File: src/rtl/i2c_master_engine.sv
`default_nettype none
// ============================================================================
// Module   : i2c_master_engine
// Brief    : Bit-level single-master I2C engine: START, 7-bit address + R/W,
//            N data bytes with ACK handling, STOP. Open-drain SCL/SDA enables.
// Revision : 1.0 - initial release
// ============================================================================
module i2c_master_engine #(
    parameter int DIV_W = 32
) (
    input  logic             pclk,
    input  logic             rst,
    input  logic [DIV_W-1:0] clk_div,
    input  logic             start,
    input  logic             rw,
    input  logic [6:0]       slave_addr,
    input  logic [7:0]       byte_count,
    input  logic [7:0]       tx_data,
    input  logic             tx_empty,
    output logic             tx_r_ena,
    input  logic             rx_full,
    output logic [7:0]       rx_data,
    output logic             rx_w_ena,
    input  logic             sda_in,
    output logic             scl_out,
    output logic             sda_out,
    output logic             busy,
    output logic             done,
    output logic             nack
);

    typedef enum logic [3:0] {
        S_IDLE     = 4'd0,
        S_START    = 4'd1,
        S_ADDR     = 4'd2,
        S_ADDR_ACK = 4'd3,
        S_WR_BYTE  = 4'd4,
        S_WR_ACK   = 4'd5,
        S_RD_BYTE  = 4'd6,
        S_RD_ACK   = 4'd7,
        S_STOP     = 4'd8
    } state_t;

    localparam logic [DIV_W-1:0] c_one = {{(DIV_W-1){1'b0}}, 1'b1};

    state_t           r_state;
    state_t           w_next;
    logic [DIV_W-1:0] r_qlen;
    logic [DIV_W-1:0] r_qcnt;
    logic [DIV_W-1:0] w_qin;
    logic [1:0]       r_phase;
    logic [2:0]       r_bit;
    logic [7:0]       r_shift;
    logic [7:0]       r_remaining;
    logic             r_rw;
    logic             r_ack_smp;
    logic             r_nack_pend;
    logic             r_loaded;
    logic             r_pushed;
    logic             r_done;
    logic             r_nack;
    logic             w_accept;
    logic             w_tx_stall;
    logic             w_tx_pop;
    logic             w_rx_stall;
    logic             w_rx_push;
    logic             w_hold;
    logic             w_phase_end;
    logic             w_slot_end;
    logic             w_last_bit;
    logic             w_last_byte;

    assign w_qin       = (clk_div == '0) ? c_one : clk_div;
    assign w_accept    = (r_state == S_IDLE) && start && !r_done;

    // Byte-start stalls freeze the quarter counter, which keeps SCL low in P0.
    assign w_tx_stall  = (r_state == S_WR_BYTE) && !r_loaded && tx_empty;
    assign w_tx_pop    = (r_state == S_WR_BYTE) && !r_loaded && !tx_empty;
    assign w_rx_stall  = (r_state == S_RD_ACK) && !r_pushed && rx_full;
    assign w_rx_push   = (r_state == S_RD_ACK) && !r_pushed && !rx_full;
    assign w_hold      = w_tx_stall || w_rx_stall;

    assign w_phase_end = (r_qcnt == (r_qlen - c_one)) && !w_hold;
    assign w_slot_end  = w_phase_end && (r_phase == 2'd3);
    assign w_last_bit  = (r_bit == 3'd7);
    assign w_last_byte = (r_remaining <= 8'd1);

    assign busy     = (r_state != S_IDLE);
    assign done     = r_done;
    assign nack     = r_nack;
    assign tx_r_ena = w_tx_pop;
    assign rx_w_ena = w_rx_push;
    assign rx_data  = w_rx_push ? r_shift : 8'h00;

    always_comb begin
        w_next = r_state;
        case (r_state)
            S_IDLE:     if (w_accept) w_next = S_START;
            S_START:    if (w_slot_end) w_next = S_ADDR;
            S_ADDR:     if (w_slot_end && w_last_bit) w_next = S_ADDR_ACK;
            S_ADDR_ACK: begin
                if (w_slot_end) begin
                    if (r_ack_smp || (r_remaining == 8'd0)) w_next = S_STOP;
                    else if (r_rw)                          w_next = S_RD_BYTE;
                    else                                    w_next = S_WR_BYTE;
                end
            end
            S_WR_BYTE:  if (w_slot_end && w_last_bit) w_next = S_WR_ACK;
            S_WR_ACK: begin
                if (w_slot_end) w_next = (r_ack_smp || w_last_byte) ? S_STOP : S_WR_BYTE;
            end
            S_RD_BYTE:  if (w_slot_end && w_last_bit) w_next = S_RD_ACK;
            S_RD_ACK: begin
                if (w_slot_end) w_next = w_last_byte ? S_STOP : S_RD_BYTE;
            end
            S_STOP:     if (w_slot_end) w_next = S_IDLE;
            default:    w_next = S_IDLE;
        endcase
    end

    always_comb begin
        scl_out = 1'b1;
        sda_out = 1'b1;
        case (r_state)
            S_IDLE: begin
                scl_out = 1'b1;
                sda_out = 1'b1;
            end
            S_START: begin
                sda_out = ~r_phase[1];
            end
            S_ADDR: begin
                scl_out = r_phase[1];
                sda_out = r_shift[7];
            end
            S_WR_BYTE: begin
                // Keep SDA released while waiting for data; show the new MSB on the pop cycle.
                scl_out = r_phase[1];
                sda_out = r_loaded ? r_shift[7] : (tx_empty ? 1'b1 : tx_data[7]);
            end
            S_ADDR_ACK, S_WR_ACK, S_RD_BYTE: begin
                scl_out = r_phase[1];
            end
            S_RD_ACK: begin
                scl_out = r_phase[1];
                sda_out = w_rx_stall ? 1'b1 : w_last_byte;
            end
            S_STOP: begin
                scl_out = (r_phase != 2'd0);
                sda_out = (r_phase == 2'd3);
            end
            default: begin
                scl_out = 1'b1;
                sda_out = 1'b1;
            end
        endcase
    end

    always_ff @(posedge pclk) begin
        if (rst) begin
            r_state     <= S_IDLE;
            r_qlen      <= c_one;
            r_qcnt      <= '0;
            r_phase     <= 2'd0;
            r_bit       <= 3'd0;
            r_shift     <= 8'h00;
            r_remaining <= 8'h00;
            r_rw        <= 1'b0;
            r_ack_smp   <= 1'b0;
            r_nack_pend <= 1'b0;
            r_loaded    <= 1'b0;
            r_pushed    <= 1'b0;
            r_done      <= 1'b0;
            r_nack      <= 1'b0;
        end else begin
            r_state <= w_next;
            r_done  <= (r_state == S_STOP) && w_slot_end;
            r_nack  <= (r_state == S_STOP) && w_slot_end && r_nack_pend;

            if (w_accept) begin
                r_rw        <= rw;
                r_shift     <= {slave_addr, rw};
                r_remaining <= byte_count;
                r_nack_pend <= 1'b0;
                r_qlen      <= w_qin;
                r_qcnt      <= '0;
                r_phase     <= 2'd0;
                r_bit       <= 3'd0;
            end else if (r_state != S_IDLE) begin
                // The divider is re-sampled only at phase boundaries.
                if (w_phase_end) begin
                    r_qcnt  <= '0;
                    r_qlen  <= w_qin;
                    r_phase <= r_phase + 2'd1;
                end else if (!w_hold) begin
                    r_qcnt <= r_qcnt + c_one;
                end

                if (w_slot_end) begin
                    r_bit <= (w_next != r_state) ? 3'd0 : r_bit + 3'd1;
                end

                if (w_phase_end && (r_phase == 2'd2)) begin
                    r_ack_smp <= sda_in;
                end

                if (w_tx_pop) begin
                    r_shift <= tx_data;
                end else if (w_slot_end && ((r_state == S_ADDR) || (r_state == S_WR_BYTE))) begin
                    r_shift <= {r_shift[6:0], 1'b0};
                end else if (w_phase_end && (r_phase == 2'd2) && (r_state == S_RD_BYTE)) begin
                    r_shift <= {r_shift[6:0], sda_in};
                end

                if (w_tx_pop)                r_loaded <= 1'b1;
                else if (w_next != r_state)  r_loaded <= 1'b0;

                if (w_rx_push)               r_pushed <= 1'b1;
                else if (w_next != r_state)  r_pushed <= 1'b0;

                if (w_slot_end && (r_remaining != 8'd0) &&
                    (((r_state == S_WR_ACK) && !r_ack_smp) || (r_state == S_RD_ACK))) begin
                    r_remaining <= r_remaining - 8'd1;
                end

                if (w_slot_end && r_ack_smp &&
                    ((r_state == S_ADDR_ACK) || (r_state == S_WR_ACK))) begin
                    r_nack_pend <= 1'b1;
                end
            end
        end
    end

endmodule
`default_nettype wire

File: config.mk
export PLATFORM = sky130hd
export DESIGN_NAME = i2c_master_engine
export DESIGN_NICKNAME = d
export VERILOG_FILES = /design/src/rtl/i2c_master_engine.sv
export SDC_FILE = /design/constraint.sdc
export NUM_CORES = 1
export LEC_CHECK = 0
export ABC_CLOCK_PERIOD_IN_PS = 6700
export CAP_MARGIN = 20
export CORE_ASPECT_RATIO = 2
export CORE_MARGIN = 8
export CORE_UTILIZATION = 50
export DETAILED_ROUTE_END_ITERATION = 10
export HOLD_SLACK_MARGIN = 0.06
export MAX_ROUTING_LAYER = met4
export PLACE_DENSITY_LB_ADDON = 0.12
export SYNTH_ARGS = -nofsm -noshare
export SYNTH_HDL_FRONTEND = slang
export SYNTH_SLANG_ARGS = --single-unit
File: constraint.sdc
create_clock -name pclk -period 6.7 [get_ports pclk]
set_input_delay 1.675 -clock pclk [delete_from_list [all_inputs] [get_ports pclk]]
set_output_delay 1.675 -clock pclk [all_outputs]
set_load 0.01 [all_outputs]
### After elaboration in Yosys (flattened, before gate mapping)

Index checks and enable logic that the tools add are counted.

| storage, ports and cells | value |
|---|---|
| register bits after elaboration | 96 |
| bits of input ports | 62 |
| output and inout port bits | 15 |
| logic and storage cells | 132 |

| cells by class | value |
|---|---|
| add/subtract/negate cells | 5 |
| order comparisons | 1 |
| eq/ne operators | 14 |
| multiplexer cells | 38 |
| bitwise operators | 2 |
| reduce and logical (&&, ||, !) cells | 58 |

Operators by type and width:

| kind | count |
|---|---|
| 2-to-1 mux 32 bit | 6 |
| 2-to-1 mux 8 bit | 9 |
| 2-to-1 mux 4 bit | 12 |
| one-hot mux 4 bit (9 select lines) | 1 |
| adder 32 x 1 -> 32 bit (second input constant) | 1 |
| equality test 32 bit | 1 |
| zero test 32 bit | 1 |
| subtractor 32 x 1 -> 32 bit (second input constant) | 1 |
| logical AND 1 bit | 21 |
| equality test 4 x 3 -> 1 bit (second input constant) | 4 |
| AND reduction 2 bit | 7 |
| nonzero test 2 bit | 6 |
| AND reduction 3 bit | 3 |
| equality test 4 x 2 -> 1 bit (second input constant) | 2 |
| less-or-equal comparator 8 x 1 -> 1 bit (second input constant) | 1 |
| zero test 8 bit | 1 |
| nonzero test 4 bit | 2 |
| nonzero test 8 bit | 1 |
| subtractor 8 x 1 -> 8 bit (second input constant) | 1 |
| zero test 1 bit | 7 |
| logical OR 1 bit | 6 |
| 2-to-1 mux 1 bit | 6 |
| OR reduction 6 bit | 1 |
| one-hot mux 1 bit (5 select lines) | 1 |
| other kinds (14) | 16 |

### Depth between registers and ports, before layout

Gate-level depths: netlist of the first run.

| logic depth | value |
|---|---|
| depth in word-level cells | 13 |
| mapped depth | 13 |
| depth with buffers taken out | 10 |

### Least setup slack after synthesis of the first run

OpenSTA, ideal clock, no wires.

| timing | value |
|---|---|
| path kind | input -> output |
| start point | in rx_full |
| end point | out rx_data[0] |
| arrival time | 2577 ps |
| required time | 5025 ps |
| path slack | 2448 ps |
| stages | 2 |
| path buffers | 0 |
| cells stage by stage | nor3b_1 > and2_1 |

| on the way | value |
|---|---|
| cells in the longest elaborated chain, start to end | 3 |

Ends and longest elaborated chain:

| what | RTL line | RTL |
|---|---|---|
| start, declared | 21 | `input logic rx_full,` |
| zero test 1 bit | 80 | `assign w_rx_push = (r_state == S_RD_ACK) && !r_pushed && !rx_full;` |
| logical AND 1 bit | 80 |  |
| 2-to-1 mux 8 bit | 93 | `assign rx_data = w_rx_push ? r_shift : 8'h00;` |
| end, declared | 22 | `output logic [7:0] rx_data,` |

No other way between the ends.

### Worst setup path after layout of the first run

Ends and elaborated chain as after synthesis.

==> results of run 1 <==
-- area by class of cell --
cell class,count,area [µm²],share of cell area (%)
clock buffer,10,229,3.06
clock inverter,4,95.1,1.27
inverter,21,78.8,1.05
multi-input combinational,675,4110,54.9
sequential,96,1920,25.6
tap,150,188,2.50
timing repair buffer,88,871,11.6
-- worst max-delay path: cells and delay by family --
kind / cells / cell delay (ns)
buf+inv: 2 / 0.98
simple gates: 2 / 1.00
-- metrics by stage --
step	instances	utilization, %	area, µm²	setup WS [ns]
6_report	1044	60.0	7490	1.37
5_1_grt	1044	60.0	7490	1.20
4_1_cts	1043	59.8	7470	1.30
3_5_place_dp	1029	57.2	7140	1.32
3_3_place_gp	1029	57.2	7140	1.41
2_1_floorplan	843	-	6310	2.45
-- synth_stat cells, drive strengths merged (8+ instances only) --
| cell | count | area [µm²] |
|---|---|---|
| a211o | 8 | 70.1 |
| a21oi | 21 | 105 |
| a31oi | 10 | 62.6 |
| and2 | 14 | 87.6 |
| and3 | 14 | 87.6 |
| buf | 11 | 50.1 |
| clkbuf | 40 | 151 |
| dfxtp | 96 | 1920 |
| ha | 9 | 113 |
| inv | 20 | 75.1 |
| mux2i | 14 | 140 |
| nand2 | 98 | 368 |
| nand2b | 9 | 56.3 |
| nand3 | 40 | 200 |
| nand4 | 53 | 359 |
| nor2 | 90 | 338 |
| nor3 | 28 | 140 |
| nor4 | 29 | 233 |
| o211ai | 13 | 97.6 |
| o21ai | 60 | 300 |
| or3 | 9 | 56.3 |
| or4 | 18 | 135 |
| xnor2 | 41 | 359 |
| xor2 | 26 | 228 |
-- cells by family after synthesis --
kind of cell | after synthesis | share of synthesized area (%)
and+or+nand+nor | 439 | 37.2
AOI/OAI and AO/OA | 144 | 14.2
DFF | 96 | 30.5
buffers and inverters | 72 | 4.44
xor gates and xnor gates | 67 | 9.30
muxes | 16 | 2.58
adders and majority gates | 9 | 1.79
-- flip-flops by register name, summed over array words and instances, names as in the netlist --
register and count:
done 1, nack 1, r_ack_smp 1, r_bit 3, r_loaded 1, r_nack_pend 1, r_phase 2, r_pushed 1
r_qcnt 32, r_qlen 32, r_remaining 8, r_rw 1, r_shift 8, r_state 4
-- worst min path at each step --
stage               depth (start not counted)        start     endpoint
finish                                      2         r_rw         r_rw
global placement                            1  r_nack_pend  r_nack_pend
CTS                                         1  r_nack_pend         nack
global route                                2         r_rw         r_rw
detailed placement                          1  r_nack_pend  r_nack_pend
floorplan                                   1  r_nack_pend         nack
-- routing by layer --
layer | track usage (%) | wire length [µm] | share of wire [%] | up-vias
met1 | 25.1 | 7440 | 36 | 3014
li1 | - | - | - | 3161
met2 | 47.0 | 11300 | 55 | 214
met4 | 13.9 | 926 | 4.5 | 0
met3 | 4.30 | 808 | 4.0 | 60
met5 | - | 0 | 0 | -
-- where the power goes --
part / leakage [nW] / internal [W] / switching (W) / total, W
registers: 0.781 / 0.000593 / 0.0000356 / 0.000629
logic: 1.74 / 0.000133 / 0.000196 / 0.000328
clock network: 0.158 / 0.000360 / 0.000226 / 0.000586
==> out/metrics.yaml, run 1 <==
die-height_um: 175
grt_usage_pct: 26.0
ys_warn_count: 0
endpoint: "rx_data[0]"
drc: 0
dieArea_um2: 16700
crit_required_ns: 5.03
ys.flop_type: "dfxtp_1"
ioPinCount: 77
fillers: 1179
fp.dieW_um: 95.4
p_leak_nw: 2.68
area.growth.synth_to_final_pct: 18.8
cts_buffers: 9
ant_nets: 0
cts_tree: "built"
cts.htree.levels: 3
finalPower_w: 0.00154
finalSetupViolCount: 0
antenna_found_initial: 0
start_util_pct: 50.5
overflow: 0
core_um2: 12500
maxCapViolCount: 0
avgSynthCellArea_um2: 7.48
drive_gt1_share_pct: 5.15
grt_max_degree: 47
netlist_area_um2: 6310
cpMostUsedCell: "clkdlybuf4s50_1"
grt_pass1_wl_um: 32900
syn-num-nets: 914
vias: 6449
rsz0062_at_grt: "no"
cts.sinks: 96
whs_ns: 0.467
ys_ff_latch: 96
finalHoldViolCount: 0
grt_pass1_vias: 6572
cts_root_buf: "clkbuf_16"
cp_data_arrival_time_ns: 3.66
insertion_delay_ns: 0.35
final_common_cell: "nand2_1"
ir_drop_v: 0.000158
final_nets: 962
min_period_ns: 5.33
cts_setup_buffers: 0
endpoint_kind: "output pin"
gp_congestion: 0.961
fin_skew_ns: 0.00843
reg2reg_slack_ns: 1.70
viasPerCell: 6.18
synth.distinct_cells: 63
netlist_instances: 843
port_buffers: 76
cp-startpoint: "rx_full"
hp-class: "reg -> reg"
rows: 58
powerDensity_nw_per_um2: 206
cp_slowest_cell: "nor3b_1"
outcome: "complete, no violations"
antenna_cells: 0
cts_buffer_depth: 2
cp_cell_sequence: "clkdlybuf4s50_1, nor3b_1, and2_1, clkdlybuf4s50_1"
wl_per_cell_um: 19.6
synth-edff-count: 0
cts-resized-gates: 0
critical_path_class: "in -> out"
synth-seq-area-share_pct: 30.5
worstPathMaxFanout: 10
clk_pin_slew_worst_paths_ns: 0.07
fmax_ghz: 0.188
r2r_start: "r_qlen[0]"
synthArstFlopShare_pct: 0
cpPeakStageDelay_ns: 0.77
relSlewSlack_pct: 27.3
dp_hpwl_um: 16000
fin_tns_setup_ns: 0
cts_hold_buf: 0
r2r_end: "r_qlen[10]"
first_pass_iters: 5
wirelength_um: 20500
mostFrequentLayoutCells: "98 x nand2_1, 96 x dfxtp_1, 90 x nor2_1, 76 x clkdlybuf4s50_1, 55 x o21ai_0"
drv_slew: 0
cp-start-kind: "primary input"
drtIter0Drc: 328
min_period_over_period_pct: 79.6
tightest_slew_ns: 1.08
rr_worst_depth: 11
Power figures use the tool's default switching activity.
==> inputs of run 2 (changes only) <==
--- a/config.mk
+++ b/config.mk
@@ -5,7 +5,7 @@
 export SDC_FILE = /design/constraint.sdc
 export NUM_CORES = 1
 export LEC_CHECK = 0
-export ABC_CLOCK_PERIOD_IN_PS = 6700
+export ABC_CLOCK_PERIOD_IN_PS = 4650
 export CAP_MARGIN = 20
 export CORE_ASPECT_RATIO = 2
 export CORE_MARGIN = 8
==> constraint.sdc (replaced) <==
create_clock -name pclk -period 4.65 [get_ports pclk]
set_input_delay 1.1625 -clock pclk [delete_from_list [all_inputs] [get_ports pclk]]
set_output_delay 1.1625 -clock pclk [all_outputs]
set_load 0.01 [all_outputs]
==> out/metrics.yaml, run 2 (synthesis gave the netlist of run 1 again) <==
fin_skew_ns: 0.0110  # +0.00259 ns
powerDensity_nw_per_um2: 278  # +35%
ir_drop_v: 0.000211  # +33%
overflow: 0  # unchanged
worstPathMaxFanout: 32  # +22
core_um2: 12500  # unchanged
endpoint_kind: "register"
finalSetupViolCount: 0  # unchanged
finalPower_w: 0.00208  # +35%
instances_no_fill: 1054  # +0.96%
relSlewSlack_pct: 34.3  # +7.0 points
cts_buffer_depth: 2  # unchanged
cts.sinks: 96  # unchanged
start_util_pct: 50.5  # unchanged
drc: 0  # unchanged
port_buffers: 76  # unchanged
final_nets: 971  # +0.94%
fp.dieW_um: 95.4  # unchanged
cts_root_buf: "clkbuf_16"
dieArea_um2: 16700  # unchanged
ant_nets: 0  # unchanged
viasPerCell: 6.18  # about the same
tightest_slew_ns: 0.986  # -0.0967 ns
insertion_delay_ns: 0.35  # about the same
dpl.cell_count: 1039  # +0.97%
clk_pin_slew_worst_paths_ns: 0.07  # about the same
cts_buffers: 9  # unchanged
ioPinCount: 77  # unchanged
rsz0062_at_grt: "no"
grt_pass1_wl_um: 33100  # +0.69%
drtIter0Drc: 334  # +1.8%
cts_setup_buffers: 0  # unchanged
final_common_cell: "nand2_1"
first_pass_iters: 6  # +1
grt_usage_pct: 26.0  # -0.038 points
wl_per_cell_um: 19.5  # -0.56%
hp-class: "reg -> reg"
dp_hpwl_um: 16300  # +1.9%
cp_data_arrival_time_ns: 4.42  # +0.76 ns
drive_gt1_share_pct: 6.31  # +1.2 points
cts_tree: "built"
wirelength_um: 20500  # +0.39%
gp_congestion: 0.935  # -2.7%
crit_required_ns: 4.84  # -0.19 ns
min_period_over_period_pct: 91.1
maxCapViolCount: 0  # unchanged
reg.largest.list: "r_qcnt (32), r_qlen (32)"
min_period_ns: 4.23
grt_max_degree: 42  # -11%
p_leak_nw: 2.69  # +0.35%
cp_cell_sequence: "inv_1, ha_1, or3b_1, nor3_1, nand3_1, o32ai_1, nor4_2, nand4_2, and2_1, o21ai_0"
cp-start-kind: "register"
cpPeakStageDelay_ns: 0.81  # +0.04 ns
antenna_cells: 0  # unchanged
mostFrequentLayoutCells: "98 x nand2_1, 96 x dfxtp_1, 90 x nor2_1, 76 x clkdlybuf4s50_1, 55 x o21ai_0"
cts_hold_buf: 0  # unchanged
vias: 6509  # +0.93%
fmax_ghz: 0.236
rows: 58  # unchanged
die-height_um: 175  # unchanged
outcome: "complete, no violations"
drv_slew: 0  # unchanged
grt_pass1_vias: 6620  # +0.73%
finalHoldViolCount: 0  # unchanged
cts-resized-gates: 0  # unchanged
whs_ns: 0.462  # -0.00521 ns
fin_tns_setup_ns: 0  # unchanged
antenna_found_initial: 0  # unchanged
area.growth.synth_to_final_pct: 18.7  # about the same
cts.htree.levels: 3  # unchanged
cp_slowest_cell: "o32ai_1"
critical_path_class: "reg -> reg"
run 2: final cells by class:
type                    instances  area (µm²)
repair buffers                 97         918
well taps                     150         188
clock inverters                 5        33.8
flip-flops and latches         96        1920
clock buffers                  10         239
inverters                      21        78.8
multi-input cells             675        4110
fillers                      1249        4990
run 2: metal layers:
layer  share of wire (%)  wire length, µm  global-route usage [%]
met5                   0                0                       -
met4                 6.8             1390                    17.0
met3                 3.9              803                    4.13
met2                  53            10900                    45.8
met1                  36             7400                    24.9
run 2: metrics by stage:
step	cell area [µm²]	setup WS (ns)	utilization (%)
floorplan	6310	0.940	-
global placement	7220	0.622	57.8
detailed placement	7220	0.563	57.8
CTS	7490	0.546	60.0
global route	7490	0.0803	60.0
finish	7490	0.416	60.0
run 2: report_power, final:
part | total, W | switching [W] | leakage [nW] | internal [W]
clock network | 0.000700 | 0.000326 | 0.130 | 0.000374
logic | 0.000478 | 0.000283 | 1.78 | 0.000195
registers | 0.000906 | 0.0000518 | 0.781 | 0.000854
total | 0.00208 | 0.000661 | 2.69 | 0.00142
run 2: final timing paths:
check,startpoint,endpoint,slack [ns],depth (start not counted)
worst max-delay path,r_qlen[0],r_qlen[22],0.42,10
worst min-delay path,r_rw,r_rw,0.46,2
worst max register to register,r_qlen[0],r_qlen[22],0.42,10
worst min register to register,r_rw,r_rw,0.46,2
run 2: critical path: cells and delay by family (launching register included):
kind	cells	cell delay, ns
AO/OA/AOI/OAI	2	1.04
adder cells (fa/ha/maj)	1	0.27
AND/OR/NAND/NOR	6	2.30
buffers and inverters	1	0.08
flip-flops	1	0.37
